==> config.mk <==
export PLATFORM = sky130hd
export DESIGN_NAME = serial_full_subtractor
export DESIGN_NICKNAME = d
export VERILOG_FILES = /design/src/rtl/serial_full_subtractor_pkg.sv /design/src/rtl/serial_full_subtractor_half_subtractor.sv /design/src/rtl/serial_full_subtractor.sv
export SDC_FILE = /design/constraint.sdc
export NUM_CORES = 1
export LEC_CHECK = 0
export CELL_PAD_IN_SITES_DETAIL_PLACEMENT = 0
export CELL_PAD_IN_SITES_GLOBAL_PLACEMENT = 1
export CORE_UTILIZATION = 25
export DETAILED_ROUTE_END_ITERATION = 12
export PLACE_DENSITY = 0.69
export REMOVE_ABC_BUFFERS = 1
export SLEW_MARGIN = 40
export SYNTH_ARGS = -nofsm -noshare
export SYNTH_HDL_FRONTEND = slang
export SYNTH_SLANG_ARGS = --single-unit
==> constraint.sdc <==
create_clock -name clk -period 2.3 [get_ports clk]
set_input_delay 0.23 -clock clk [delete_from_list [all_inputs] [get_ports clk]]
set_output_delay 0.23 -clock clk [all_outputs]
set_load 0.005 [all_outputs]
==> src/rtl/serial_full_subtractor_pkg.sv <==
// Shared definitions for the bit-serial full subtractor: FSM state encoding and
// the default operand width.
package serial_full_subtractor_pkg;

  localparam int WIDTH_DEFAULT = 8;

  typedef enum logic [1:0] {
    IDLE = 2'd0,
    RUN  = 2'd1,
    DONE = 2'd2
  } state_t;

endpackage

==> src/rtl/serial_full_subtractor_half_subtractor.sv <==
// One-bit half subtractor: d = a - b, borrow set when a < b.
module half_subtractor (
  input  logic a,
  input  logic b,
  output logic d,
  output logic borrow
);

  assign d      = a ^ b;
  assign borrow = ~a & b;

endmodule

==> src/rtl/serial_full_subtractor.sv <==
// Bit-serial full subtractor: computes a_in - b_in - bin one bit per cycle,
// LSB first, collecting the parallel result in diff_out.
module serial_full_subtractor
  import serial_full_subtractor_pkg::*;
#(
  parameter int WIDTH = WIDTH_DEFAULT
) (
  input  logic             clk,
  input  logic             rst,
  input  logic             start,
  input  logic [WIDTH-1:0] a_in,
  input  logic [WIDTH-1:0] b_in,
  input  logic             bin,
  output logic             busy,
  output logic             diff_bit_valid,
  output logic             diff_bit,
  output logic [WIDTH-1:0] diff_out,
  output logic             bout,
  output logic             done,
  output state_t           dbg_state
);

  localparam int CW = $clog2(WIDTH);
  localparam logic [CW-1:0] LAST = CW'(WIDTH - 1);

  // Handshake: start is a request that is accepted only in IDLE (no ready
  // output); done is a one-cycle valid pulse that qualifies diff_out/bout,
  // and diff_bit_valid qualifies diff_bit during RUN.

  state_t           state;
  state_t           state_next;
  logic [WIDTH-1:0] a_sr;
  logic [WIDTH-1:0] b_sr;
  logic             br;
  logic [CW-1:0]    cnt;
  logic             accept;
  logic             step;
  logic             last_bit;
  logic             d1;
  logic             b1;
  logic             b2;
  logic             d;
  logic             br_next;

  // Full subtractor built from two half subtractors, as a full adder is from two half adders.
  half_subtractor u_hs_ab (
    .a      (a_sr[0]),
    .b      (b_sr[0]),
    .d      (d1),
    .borrow (b1)
  );

  half_subtractor u_hs_br (
    .a      (d1),
    .b      (br),
    .d      (d),
    .borrow (b2)
  );

  assign br_next = b1 | b2;

  always_ff @(posedge clk) begin
    if (rst) begin
      state <= IDLE;
    end else begin
      state <= state_next;
    end
  end

  always_comb begin
    state_next = state;
    accept     = 1'b0;
    step       = 1'b0;
    last_bit   = (cnt == LAST);
    case (state)
      IDLE: begin
        if (start) begin
          accept     = 1'b1;
          state_next = RUN;
        end
      end
      RUN: begin
        step = 1'b1;
        if (last_bit) begin
          state_next = DONE;
        end
      end
      DONE: begin
        state_next = IDLE;
      end
      default: begin
        state_next = IDLE;
      end
    endcase
  end

  always_ff @(posedge clk) begin
    if (rst) begin
      a_sr     <= '0;
      b_sr     <= '0;
      br       <= 1'b0;
      cnt      <= '0;
      diff_out <= '0;
      bout     <= 1'b0;
    end else if (accept) begin
      a_sr     <= a_in;
      b_sr     <= b_in;
      br       <= bin;
      cnt      <= '0;
      diff_out <= '0;
      bout     <= 1'b0;
    end else if (step) begin
      // Each new bit enters at the MSB so the first (LSB) bit lands at bit 0 after WIDTH shifts.
      a_sr     <= {1'b0, a_sr[WIDTH-1:1]};
      b_sr     <= {1'b0, b_sr[WIDTH-1:1]};
      diff_out <= {d, diff_out[WIDTH-1:1]};
      br       <= br_next;
      cnt      <= cnt + 1'b1;
      if (last_bit) begin
        bout <= br_next;
      end
    end
  end

  // All outputs decode registered state only, so start never reaches an output combinationally.
  assign busy           = (state != IDLE);
  assign diff_bit_valid = (state == RUN);
  assign diff_bit       = diff_bit_valid & d;
  assign done           = (state == DONE);
  assign dbg_state      = state;

endmodule

==> results.ini <==
[run_status]
status = finished, final reports clean

[floorplanning]
io_pins = 35
die_h_um = 77.2
fp.dieW_um = 77.2
core_um2 = 5470
row_count = 27
die_area_um2 = 5970
initial_utilization_pct = 25.9

[clocking]
path_clk_slew_ns = 0.06
clk_latency_ns = 0.28
cts_sinks = 31
cts.repair.resized = 0
cts_hold_buf = 0
post-cts-setup-buffers = 0
cts_root_buf = clkbuf_8
htree_levels = 2
cts_tree = done
cts_buffers = 5
clk_path_buf_depth = 2

[drt]
wl_per_cell_um = 11.4
ant_nets = 0
wl_um = 3090
drt-initial-drc-count = 27
dr.pass1.iters = 4
via_count = 1206
route.detailed.drc = 0
viasPerCell = 4.43

[pwr]
cellPowerDensity_nw_per_um2 = 663
leakage_nw = 0.671
vdd_drop_max_v = 0.000287

[final_layout]
num-nets-final = 222
utilization_pct = 34.5
diodes = 0
layout-drive-gt1-share_pct = 15.0
syn2layout_area_growth_pct = 33.5
stdcell_count = 272

[global_routing]
grt_pass1_vias = 1211
grt_pass1_wl_um = 5520
grt.total_usage_pct = 11.9
grt_start_max_net_pins = 26
overflow = 0
antenna_found_initial = 0

[sta]
hold_viol = 0
rsz0062_at_grt = false
period_needed_ns = 2.03
worst_pin_slew_ns = 0.432
relSlewSlack_pct = 71.2
slew_violations = 0
fmaxAchievable_mhz = 493
setup-tns-final_ns = 0
fin_crit_sh_pct = 88.2
fin_skew_ns = 0.00321
worst_slack_ns = 0.272
finalSetupViolCount = 0

[place]
port_buffers = 34
post-place-ws_ns = 0.401
dpl.hpwl_um = 2070
dp_cells = 264
routabilityCongestion = 0.723

[logic_synthesis]
postSynthCellCount = 164
syn_area_per_cell_um2 = 8.63
ys_seq_elements = 31
ys_seq_area_share_pct = 43.9
synth_area_um2 = 1420
synth_cell_types = 29
yosysWarnings = 0

[setup_path]
crit_required_ns = 2.07
cp.arrival_ns = 1.80
cp-end-kind = primary output
crit_type = reg -> out
cp_max_fo = 2
worstSetupStartpointType = register

[job]
cap_viol_max_count = 0

[hold_path]
hold_class = reg -> reg

==> final cells by class <==
cell class | count | area, µm²
inverter | 4 | 17.5
fill | 611 | 3580
tap | 72 | 90.1
sequential | 31 | 621
timing repair buffer | 40 | 385
multi-input combinational | 117 | 676
clock buffer | 8 | 100
==> cell usage in the layout (no fill, tap or decap), drive strengths merged, types with 2 or more instances in the layout <==
| cell | netlist | layout |
|---|---|---|
| or3b | 4 | 4 |
| nand2 | 36 | 36 |
| clkbuf | 2 | 8 |
| ha | 2 | 2 |
| buf | 10 | 6 |
| a211oi | 12 | 12 |
| inv | 4 | 4 |
| nor3 | 3 | 3 |
| nand3 | 2 | 2 |
| dfxtp | 31 | 31 |
| a21oi | 28 | 28 |
| nor2 | 18 | 18 |
| nand2b | 4 | 4 |
| clkdlybuf4s50 | 0 | 34 |
==> final timing paths <==
| check | slack [ns] | cells after the start | endpoint | from |
|---|---|---|---|---|
| setup / recovery | 0.27 | 5 | diff_bit | b_sr[0]$_SDFFE_PP0P_ |
| hold / removal | 0.45 | 2 | b_sr[1]$_SDFFE_PP0P_ | b_sr[2]$_SDFFE_PP0P_ |
| setup reg to reg | 0.67 | 4 | bout$_SDFFE_PP0P_ | dbg_state[0]$_SDFFE_PP0P_ |
| hold reg to reg | 0.45 | 2 | b_sr[1]$_SDFFE_PP0P_ | b_sr[2]$_SDFFE_PP0P_ |
==> stage by stage <==
| stage | total power (W) | cell area, µm² | hold slack, ns |
|---|---|---|---|
| finish | 0.00125 | 1890 | 0.454 |
| detailed placement | 0.000800 | 1790 | 0.450 |
| global route | 0.00132 | 1890 | 0.483 |
| global placement | 0.000799 | 1790 | 0.447 |
| floorplan | 0.000703 | 1310 | 0.295 |
| CTS | 0.00128 | 1890 | 0.460 |
==> cell families after synthesis <==
| logic type | after synthesis | share of synthesized area [%] |
|---|---|---|
| adder cells (fa/ha/maj) | 3 | 3.18 |
| XOR/XNOR | 1 | 0.619 |
| AO/OA/AOI/OAI | 43 | 21.0 |
| buffers and inverters | 16 | 8.40 |
| AND/OR/NAND/NOR | 70 | 22.9 |
| flip-flops | 31 | 43.9 |
==> critical path, cell delays in order (launching register included) <==
cell and delay, ns:
dfxtp_1 0.33, inv_1 0.06, fa_1 0.53, nand2_1 0.07
inv_1 0.06, clkdlybuf4s50_1 0.49
==> state kept, by name, summed over array words and instances, names as in the netlist <==
name       cells
br             1
b_sr           8
bout           1
a_sr           8
diff_out       8
cnt            3
dbg_state      2
==> power by group <==
group	switching [W]	internal, W
clock	0.000195	0.000273
sequential	0.0000166	0.000568
combinational	0.000101	0.0000997
==> cell usage after synthesis <==
cell type  instances  share of area [%]
a211oi_1           5                2.7
a211oi_2           7                6.2
a21oi_1           28                9.9
a311oi_2           1                1.1
buf_2              3                1.1
buf_4              1               0.53
buf_6              5                4.0
buf_8              1                1.1
clkbuf_1           2               0.53
dfxtp_1           31                 44
fa_1               1                1.4
ha_1               2                1.8
inv_1              3               0.80
inv_4              1               0.44
nand2_1           36                9.5
nand2b_1           3                1.3
nand2b_2           1               0.62
nand3_1            2               0.71
nor2_1            17                4.5
nor2_2             1               0.44
nor2b_1            1               0.44
nor3_1             3                1.1
nor3b_4            1                1.3
o21a_1             1               0.53
o21ba_2            1               0.71
or2_2              1               0.44
or3b_1             1               0.62
or3b_2             3                1.9
xnor2_1            1               0.62
==> layer usage <==
| metal | routed length (µm) | global-route usage (%) | vias to the layer above |
|---|---|---|---|
| met5 | 0 | 0 | - |
| li1 | - | - | 616 |
| met4 | 56 | 5.66 | 0 |
| met3 | 138 | 3.81 | 7 |
| met1 | 1540 | 15.0 | 556 |
| met2 | 1360 | 18.2 | 27 |
(Power assumes the default switching activity.)
